$ cat src/rtl/os_scale_stage_pkg.sv
`default_nettype none
// +----------------------------------------------------------------------+
// | Package     : os_scale_stage_pkg                                     |
// | Description : Config-bus address map, reset-time config values and   |
// |               config-op decode shared by the os_scale_stage slice.   |
// | Revision    : 1.0  initial release                                   |
// +----------------------------------------------------------------------+
package os_scale_stage_pkg;

  // Config bus endpoint addresses
  localparam int OSC_OS_ADDR  = 'h0030;
  localparam int OSC_EN_ADDR  = 'h0031;
  localparam int OSC_CLR_RQST = 'h0032;

  // Per-channel config values loaded by reset
  localparam int OSC_OS_INIT = 0;
  localparam int OSC_EN_INIT = 1;

  typedef enum logic [1:0] {
    CFG_NONE = 2'd0,
    CFG_OS   = 2'd1,
    CFG_EN   = 2'd2,
    CFG_CLR  = 2'd3
  } cfg_op_e;

  // Map a config-bus address onto the operation this stage performs
  function automatic cfg_op_e decode_cfg(input int unsigned addr);
    cfg_op_e op;
    op = CFG_NONE;
    if (addr == OSC_OS_ADDR)       op = CFG_OS;
    else if (addr == OSC_EN_ADDR)  op = CFG_EN;
    else if (addr == OSC_CLR_RQST) op = CFG_CLR;
    return op;
  endfunction

endpackage
`default_nettype wire

$ cat src/rtl/os_round_sat.sv
`default_nettype none
// +----------------------------------------------------------------------+
// | Module      : os_round_sat                                           |
// | Description : Combinational divide-by-2^os with round-half-up,       |
// |               followed by saturation to a signed W_DATA result.      |
// | Revision    : 1.0  initial release                                   |
// +----------------------------------------------------------------------+
module os_round_sat #(
  parameter int W_SUM  = 27,
  parameter int W_DATA = 18,
  parameter int W_OS   = 5
) (
  input  logic signed [W_SUM-1:0]  sum,
  input  logic        [W_OS-1:0]   os,
  output logic signed [W_DATA-1:0] result,
  output logic                     sat
);

  // Output range expressed at the one-bit-wider internal width
  localparam logic signed [W_SUM:0] C_MAX = {{(W_SUM-W_DATA+2){1'b0}}, {(W_DATA-1){1'b1}}};
  localparam logic signed [W_SUM:0] C_MIN = {{(W_SUM-W_DATA+2){1'b1}}, {(W_DATA-1){1'b0}}};

  logic signed [W_SUM:0] rnd;
  logic signed [W_SUM:0] t;
  logic signed [W_SUM:0] q;

  // Add half an LSB of the shifted result, shift arithmetically, then clamp
  always_comb begin
    rnd = '0;
    if (os != '0) rnd = (W_SUM+1)'(1) << (os - W_OS'(1));
    // One extra bit keeps sum + rnd from wrapping at the positive limit
    t = {sum[W_SUM-1], sum} + rnd;
    q = t >>> os;
    sat    = 1'b0;
    result = q[W_DATA-1:0];
    if (q > C_MAX) begin
      sat    = 1'b1;
      result = C_MAX[W_DATA-1:0];
    end else if (q < C_MIN) begin
      sat    = 1'b1;
      result = C_MIN[W_DATA-1:0];
    end
  end

endmodule
`default_nettype wire

$ cat src/rtl/os_scale_stage.sv
`default_nettype none
// +----------------------------------------------------------------------+
// | Module      : os_scale_stage                                         |
// | Description : Post-oversample normalisation. Per channel: scale the  |
// |               accumulated sum by 2^-os with rounding, saturate, gate |
// |               by channel enable and keep sticky saturation flags.    |
// | Revision    : 1.0  initial release                                   |
// +----------------------------------------------------------------------+
module os_scale_stage
  import os_scale_stage_pkg::*;
#(
  parameter int W_CHAN    = 5,
  parameter int N_CHAN    = 20,
  parameter int W_DATA    = 18,
  parameter int W_SUM     = 27,
  parameter int W_OS      = 5,
  parameter int W_WR_ADDR = 16,
  parameter int W_WR_CHAN = 5,
  parameter int W_WR_DATA = 49
) (
  input  logic                     clk_in,
  input  logic                     rst_in,
  input  logic                     dv_in,
  input  logic [W_CHAN-1:0]        chan_in,
  input  logic signed [W_SUM-1:0]  sum_in,
  input  logic                     wr_en,
  input  logic [W_WR_ADDR-1:0]     wr_addr,
  input  logic [W_WR_CHAN-1:0]     wr_chan,
  input  logic [W_WR_DATA-1:0]     wr_data,
  output logic                     dv_out,
  output logic [W_CHAN-1:0]        chan_out,
  output logic signed [W_DATA-1:0] data_out,
  output logic [N_CHAN-1:0]        sat_out
);

  cfg_op_e           cfg_op;
  logic              wr_hit;
  logic [W_OS-1:0]   wr_os;

  // Per-channel config and status
  logic [W_OS-1:0]   os_mem_q [N_CHAN];
  logic [W_OS-1:0]   os_mem_d [N_CHAN];
  logic [N_CHAN-1:0] en_mem_q, en_mem_d;
  logic [N_CHAN-1:0] clr_rqst_q, clr_rqst_d;
  logic [N_CHAN-1:0] sat_q, sat_d;

  // P1 (fetch) registers
  logic              chan_ok;
  logic              dv_p1_q, dv_p1_d;
  logic [W_CHAN-1:0] chan_p1_q, chan_p1_d;
  logic signed [W_SUM-1:0] sum_p1_q, sum_p1_d;
  logic [W_OS-1:0]   os_p1_q, os_p1_d;
  logic              en_p1_q, en_p1_d;

  // P2 (scale) registers
  logic              dv_out_q, dv_out_d;
  logic [W_CHAN-1:0] chan_out_q, chan_out_d;
  logic signed [W_DATA-1:0] data_out_q, data_out_d;

  logic signed [W_DATA-1:0] rs_result;
  logic              rs_sat;

  // Decode the config bus; the shift clamp is applied here so stored values are always legal
  always_comb begin
    cfg_op = decode_cfg(32'(wr_addr));
    wr_hit = wr_en && (32'(wr_chan) < N_CHAN);
    wr_os  = (32'(wr_data[W_OS-1:0]) > 32'(W_SUM-1)) ? W_OS'(W_SUM-1) : wr_data[W_OS-1:0];
  end

  // Config memory updates; a clear request lives for exactly one cycle
  always_comb begin
    os_mem_d   = os_mem_q;
    en_mem_d   = en_mem_q;
    clr_rqst_d = '0;
    if (wr_hit) begin
      case (cfg_op)
        CFG_OS:  os_mem_d[wr_chan]   = wr_os;
        CFG_EN:  en_mem_d[wr_chan]   = wr_data[0];
        CFG_CLR: clr_rqst_d[wr_chan] = 1'b1;
        default: ;
      endcase
    end
  end

  // P1 fetch: reads registered config, so a same-cycle write is seen only by later samples
  always_comb begin
    chan_ok   = 32'(chan_in) < N_CHAN;
    dv_p1_d   = dv_in && chan_ok && !clr_rqst_q[chan_in];
    chan_p1_d = chan_in;
    sum_p1_d  = sum_in;
    os_p1_d   = chan_ok ? os_mem_q[chan_in] : '0;
    en_p1_d   = chan_ok && en_mem_q[chan_in];
  end

  os_round_sat #(
    .W_SUM  (W_SUM),
    .W_DATA (W_DATA),
    .W_OS   (W_OS)
  ) u_round_sat (
    .sum    (sum_p1_q),
    .os     (os_p1_q),
    .result (rs_result),
    .sat    (rs_sat)
  );

  // P2 scale: emit enabled samples not hit by a clear; data holds between valid outputs
  always_comb begin
    dv_out_d   = dv_p1_q && en_p1_q && !clr_rqst_q[chan_p1_q];
    chan_out_d = chan_p1_q;
    data_out_d = dv_out_d ? rs_result : data_out_q;
  end

  // Sticky saturation flags; a clear overrides a same-cycle saturation
  always_comb begin
    for (int i = 0; i < N_CHAN; i++) begin
      if (clr_rqst_q[i])
        sat_d[i] = 1'b0;
      else if (dv_out_d && rs_sat && (32'(chan_p1_q) == i))
        sat_d[i] = 1'b1;
      else
        sat_d[i] = sat_q[i];
    end
  end

  // State registers with asynchronous active-low reset
  always_ff @(posedge clk_in or negedge rst_in) begin
    if (!rst_in) begin
      for (int i = 0; i < N_CHAN; i++) os_mem_q[i] <= W_OS'(OSC_OS_INIT);
      en_mem_q   <= {N_CHAN{OSC_EN_INIT[0]}};
      clr_rqst_q <= '0;
      sat_q      <= '0;
      dv_p1_q    <= 1'b0;
      chan_p1_q  <= '0;
      sum_p1_q   <= '0;
      os_p1_q    <= '0;
      en_p1_q    <= 1'b0;
      dv_out_q   <= 1'b0;
      chan_out_q <= '0;
      data_out_q <= '0;
    end else begin
      os_mem_q   <= os_mem_d;
      en_mem_q   <= en_mem_d;
      clr_rqst_q <= clr_rqst_d;
      sat_q      <= sat_d;
      dv_p1_q    <= dv_p1_d;
      chan_p1_q  <= chan_p1_d;
      sum_p1_q   <= sum_p1_d;
      os_p1_q    <= os_p1_d;
      en_p1_q    <= en_p1_d;
      dv_out_q   <= dv_out_d;
      chan_out_q <= chan_out_d;
      data_out_q <= data_out_d;
    end
  end

  assign dv_out   = dv_out_q;
  assign chan_out = chan_out_q;
  assign data_out = data_out_q;
  assign sat_out  = sat_q;

endmodule
`default_nettype wire

$ cat config.mk
export PLATFORM = sky130hd
export DESIGN_NAME = os_scale_stage
export DESIGN_NICKNAME = d
export VERILOG_FILES = /design/src/rtl/os_scale_stage_pkg.sv /design/src/rtl/os_round_sat.sv /design/src/rtl/os_scale_stage.sv
export SDC_FILE = /design/constraint.sdc
export NUM_CORES = 1
export LEC_CHECK = 0
export ABC_AREA = 1
export ABC_CLOCK_PERIOD_IN_PS = 5700
export CAP_MARGIN = 25
export CORE_AREA = 2 2 200 202
export CTS_CLUSTER_DIAMETER = 60
export DETAILED_ROUTE_END_ITERATION = 8
export DIE_AREA = 0 0 202 204
export GPL_ROUTABILITY_DRIVEN = 0
export PLACE_DENSITY_LB_ADDON = 0.15
export SYNTH_ARGS = -nofsm -noshare
export SYNTH_HDL_FRONTEND = slang
export SYNTH_SLANG_ARGS = --single-unit
$ cat constraint.sdc
create_clock -name clk_in -period 5.7 [get_ports clk_in]
set_input_delay 1.14 -clock clk_in [delete_from_list [all_inputs] [get_ports clk_in]]
set_output_delay 1.14 -clock clk_in [all_outputs]
set_load 0.005 [all_outputs]
## Yosys cells after proc, flatten, opt, wreduce, memory -nomap -nowiden

Index checks and enable logic that the tools add are counted.

- $add $sub $neg: 2
- Magnitude comparators: 12
- Equality and inequality tests: 25
- Shifts and indexed selects: 2
- Muxes and demuxes: 67
- Bitwise gates (word level): 2
- Reduce and logical (&&, ||, !) cells: 55

Operator list:

| cell | number |
|---|---|
| $bwmux 100 | 1 |
| $eq 16x6->1 const B | 3 |
| $mux 1 | 46 |
| $eq 5x4->1 const B | 8 |
| $mux 20 | 2 |
| $reduce_bool 2->1 | 20 |
| $mux 18 | 2 |
| $logic_and 1x1->1 | 29 |
| $add 28x28->28 | 1 |
| $gt 28x18->1 const B | 1 |
| $lt 28x18->1 const B | 1 |
| $mux 28 | 1 |
| $shl 1x5->28 const A | 1 |
| $sshr 28x5->28 | 1 |
| $bmux 5 s5 | 1 |
| $demux 5 s5 | 1 |
| $mux 5 | 5 |
| $bwmux 20 | 1 |
| $eq 5x3->1 const B | 4 |
| $eq 5x5->1 const B | 4 |
| $lt 5x6->1 const B | 3 |
| $bmux 1 s5 | 3 |
| $ge 6x6->1 const B | 2 |
| $not 5->6 | 2 |
| 15 further kinds | 22 |

- Register bits: 223
- Bits of input ports: 106
- Output and inout bits: 44
- Word-level logic and storage cells: 215

## Longest topological paths before layout

- Depth in word-level cells: 12
- Gate-level depth with buffers: 35
- Gate-level depth less buffers: 32

## Modules after synthesis

Synthesis repeated with hierarchy kept, for this count alone.

- Cell total of the unflattened synthesis: 1945
- Area total of the unflattened synthesis: 13640.6 um^2

By module, submodules not included:

| module | times used | cells an instance | area an instance (um^2) | seq. area each (um^2) |
|---|---|---|---|---|
| os_scale_stage | 1 | 1109 | 9559.2 | 5605.4 |
| os_round_sat | 1 | 836 | 4081.4 | 0.0 |

## Worst setup path after synthesis

OpenSTA, ideal clock, no wires.

- Path type: register to register
- Start point: register os_p1_q[0]
- End point: register data_out_q[7], in the netlist data_out[7]
- Setup time: 0.120 ns
- Data arrival time: 3.935 ns
- Required time: 5.580 ns
- Slack: 1.645 ns
- Cell stages (with the launch flop): 31
- Path buffers: 4
- Period minus slack after synthesis: 4.055 ns
- Cells stage by stage: dfrtp_1 > inv_2 > buf_2 > clkbuf_1 > clkbuf_1 > nor2_1 > nand2_1 > nor2_1 > nand2_1 > inv_1 > ha_1 > fa_1 > nand2_1 > nand3_1 > nand3_1 > nand2_1 > nand2_1 > nand3_2 > nand2_1 > nand2_2 > nand2_2 > nand3_2 > nand3_2 > nand2_1 > nand2_1 > nand3_1 > nor2_2 > nand3_2 > a21oi_4 > buf_12 > a21oi_2

- Cells in the longest elaborated chain, start to end: 8
- Elaborated cells on any way between the ends: 10

RTL lines:

| element | line | text |
|---|---|---|
| from (decl) | os_scale_stage.sv:52 | `logic [W_OS-1:0] os_p1_q, os_p1_d;` |
| from (signal assigned) | os_scale_stage.sv:148 | `os_p1_q <= os_p1_d;` |
| $sub 5x1->5 | os_round_sat.sv:30 | `if (os != '0) rnd = (W_SUM+1)'(1) << (os - W_OS'(1));` |
| $shl 1x5->28 | os_round_sat.sv:30 |  |
| $mux 28 | os_round_sat.sv:30 |  |
| $add 28x28->28 | os_round_sat.sv:32 | `t = {sum[W_SUM-1], sum} + rnd;` |
| $sshr 28x5->28 * | os_round_sat.sv:33 | `q = t >>> os;` |
| $lt 28x18->1 | os_round_sat.sv:39 | `end else if (q < C_MIN) begin` |
| $mux 18 | os_round_sat.sv:39 |  |
| $mux 18 * | os_round_sat.sv:36 | `if (q > C_MAX) begin` |
| to (signal assigned) | os_scale_stage.sv:152 | `data_out_q <= data_out_d;` |
| to (decl) | os_scale_stage.sv:58 | `logic signed [W_DATA-1:0] data_out_q, data_out_d;` |

Every way passes the cells marked *; elsewhere a longest branch is shown, timed or not.
A chain may end at the register's enable or synchronous reset.

## Worst setup path after layout

- Start point: register os_p1_q[1]
- End point: register sat_q[8], in the netlist sat_out[8]

- Cells in the longest elaborated chain, start to end: 11
- Elaborated cells on any way between the ends: 13

RTL lines:

| element | line | text |
|---|---|---|
| $sub 5x1->5 | os_round_sat.sv:30 |  |
| $shl 1x5->28 | os_round_sat.sv:30 |  |
| $mux 28 | os_round_sat.sv:30 |  |
| $add 28x28->28 | os_round_sat.sv:32 |  |
| $sshr 28x5->28 * | os_round_sat.sv:33 |  |
| $lt 28x18->1 | os_round_sat.sv:39 |  |
| $mux 1 | os_round_sat.sv:39 |  |
| $mux 1 * | os_round_sat.sv:36 |  |
| $logic_and 1x1->1 * (2 in a row) | os_scale_stage.sv:118 | `else if (dv_out_d && rs_sat && (32'(chan_p1_q) == i))` |
| $reduce_bool 2->1 (no line) * | - |  |
| to (signal assigned) | os_scale_stage.sv:144 | `sat_q <= sat_d;` |
| to (decl) | os_scale_stage.sv:45 | `logic [N_CHAN-1:0] sat_q, sat_d;` |

Marks and branches as above.

==> results.txt <==
run status: completed
Mapped Cells: 1,878
max frequency: 208 MHz
count of standard-cell rows: 73
clock-pin slew on the worst setup and hold paths: 0.06 ns
static leakage: 7.27 nW
number of buffers created by CTS: 29
Setup CP Type: flip-flop to flip-flop
WP data required: 6.20 ns
P per Cell Area: 279 nW/um2
pin count of the biggest net entering global routing: 114
HP Class: flip-flop to flip-flop
Startpoint Class: flip-flop
worst-path maximum fanout: 20
worst-case setup slack after placement: 0.977 ns
wire length of the first global-routing pass: 68,700 um
register bit count reported by yosys: 223
H-Tree Depth: 1
per-cell via count in the routed design: 5.11
Pre-Repair DR Iteration Count: 6
diode insertion count for antenna repair: 0
most common cell after layout, fill and taps aside: nand2_1
clock tree from TritonCTS: built
number of instances resized during post-cts repair: 0
slack of the critical path: 0.901 ns
commonest cells after routing, fill and taps aside: 499 x nand2_1, 219 x o21ai_0, 203 x dfrtp_1
final routed wirelength across all metal layers: 43,300 um
aggregate global-route resource usage: 21.1%
nets@finish: 2,086
worst path arrival time: 5.30 ns
hpwl dp: 31,500 um
Area growth syn-to-layout: 18.6%
effective utilization at floorplan: 34.6%
number of routed nets with antenna violations: 0
horizontal die dimension: 202 um
Avg WL per Cell: 17.3 um
type of element capturing the critical path: flip-flop
total vias in the final route: 12.8k
IO Pins: 150
netlist area before placement: 13,600 um2
largest buffer count on any clock path: 3
count of unique library cells instantiated by Yosys: 53
Setup-failing EPs final: 0
post-CTS repair timing setup buffer count: 0
Net Count, Synth: 2,012
RSZ-0062 raised after global routing: no
number of DRC violations after detailed routing: 0
Fin. Hold Viols: 0
# hold bufs at CTS: 0
number of global-route vias before repair: 12.3k
YS warnings: 0
relative max-transition margin: 31.9%
average footprint of a synthesized cell: 7.23 um2
part of the cycle the worst path needs: 84.2%
y dimension of the die: 204 um
number of port buffers: 105
Post-Route Skew: 0.0221 ns
antenna violations before repair: 0
overflow left after global routing: 0
die area: 41,200 um2
sequential share of the synthesized area: 41.3%
number of DRC markers after the initial detailed-route iteration: 883
max-capacitance violation count: 0
fin. max-slew vios: 0
Peak VDD IR: 0.202 mV
Tightest Pin Transition: 1.02 ns
fraction of final layout cells with drive strength greater than 1: 10.1%
Core Box Area: 39,200 um2
clock latency on the worst-skew pair: 0.58 ns
Root Buffer: clkbuf_16
TritonCTS sink count: 223
final period demand of the worst path: 4.80 ns
sum of negative setup slack: 0 ns
==> registers in the layout, indices dropped and copies added, names as in the netlist <==
signal / count
chan_out: 5
chan_out_d: 5
clr_rqst_q: 20
data_out: 18
dv_out: 1
dv_p1_q: 1
en_mem_q: 20
en_p1_q: 1
os_mem_q: 100
os_p1_q: 5
sat_out: 20
sum_p1_q: 27
==> cell families (layout without fill, tap and decap cells) <==
group,Yosys count,after routing,share of synthesized area (%)
flops,223,223,41.3
xor+xnor,16,16,1.03
mux,1,1,0.0737
buf+inv,257,354,7.59
fa+ha+maj,28,28,2.64
simple gates,995,995,32.2
compound gates,358,358,15.2
==> path summary, 6_finish.rpt <==
kind,startpoint,endpoint,slack [ns],cells past startpoint
setup / recovery,os_p1_q[1],sat_out[8],0.90,26
hold / removal,clr_rqst_q[13],sat_out[13],0.45,1
setup reg to reg,os_p1_q[1],sat_out[8],0.90,26
hold reg to reg,clr_rqst_q[13],sat_out[13],0.45,1
max in group asynchronous,rst_in,os_mem_q[18],3.92,2
min in group asynchronous,rst_in,os_mem_q[44],0.65,1
==> critical path: stages, from the launching register on <==
cell and delay, ns:
dfrtp_1 0.43, inv_4 0.07, nand2_2 0.07, nor2_1 0.23, inv_1 0.16, nor3_1 0.22
or2_2 0.22, inv_1 0.11, nor2_1 0.30, ha_1 0.32, nand3_1 0.08, nand3_1 0.14
nand2_1 0.09, nand2_1 0.14, nand2_1 0.15, nand4_1 0.20, nand2_1 0.15, nand2_1 0.06
nand3_1 0.11, nand3_1 0.17, nand3_1 0.17, o21ai_1 0.09, nand3_1 0.14, nand2_4 0.15
nand2_2 0.41, nand3_1 0.18, a21oi_1 0.16
==> synthesized netlist by cell type, drive strengths merged <==
master | count | area, um2
nand2 | 521 | 2020
o21ai | 220 | 1100
nor2 | 219 | 872
dfrtp | 203 | 5080
nand3 | 193 | 1120
inv | 167 | 632
a21oi | 62 | 400
clkbuf | 59 | 221
ha | 27 | 338
nor3 | 25 | 125
buf | 23 | 148
o22ai | 23 | 144
dfstp | 20 | 526
nand4 | 20 | 125
a31oi | 12 | 75.1
o221ai | 12 | 105
o211ai | 10 | 75.1
clkinv | 8 | 30.0
xnor2 | 8 | 70.1
xor2 | 8 | 70.1
a31o | 6 | 52.6
or2 | 5 | 31.3
a22oi | 4 | 30.0
and3 | 4 | 25.0
nor4 | 4 | 25.0
and2 | 2 | 12.5
nand3b | 2 | 15.0
a2111oi | 1 | 8.76
a211oi | 1 | 7.51
a221oi | 1 | 8.76
a22o | 1 | 8.76
a311oi | 1 | 8.76
a32o | 1 | 10.0
fa | 1 | 20.0
mux2i | 1 | 10.0
o21a | 1 | 7.51
o21bai | 1 | 7.51
o31ai | 1 | 7.51
==> routing by layer <==
metal | vias to the layer above | GRT usage (%) | share of wire, %
met5 | - | 0 | 0
met1 | 5998 | 29.0 | 46
met4 | 0 | 7.51 | 3.3
li1 | 6347 | - | -
met3 | 78 | 2.84 | 5.3
met2 | 359 | 34.0 | 45
==> power by group <==
group | switching [mW] | internal [mW]
Sequential | 0.0529 | 1.66
Combinational | 0.533 | 0.343
Clock | 0.735 | 1.16
Total | 1.32 | 3.17
==> layout make-up <==
| type | instances | area [um2] |
|---|---|---|
| fill | 4072 | 23100 |
| multi-input combinational | 1398 | 6940 |
| sequential | 223 | 5610 |
| timing repair buffer | 125 | 1210 |
| clock buffer | 43 | 878 |
| inverter | 175 | 662 |
| tap | 525 | 657 |
| clock inverter | 11 | 143 |
==> stage by stage <==
stage / hold slack (ns) / utilization [%] / total power [mW] / cells / area, um2
detailed placement: 0.448 / 38.5 / 2.62 / 2446 / 15100
finish: 0.451 / 41.1 / 4.49 / 2500 / 16100
floorplan: 0.394 / - / 2.23 / 1878 / 13600
CTS: 0.459 / 41.1 / 4.54 / 2500 / 16100
global route: 0.474 / 41.1 / 4.72 / 2500 / 16100
global placement: 0.427 / 38.4 / 2.61 / 2444 / 15100
No activity file was read; power rests on OpenSTA's default activity.
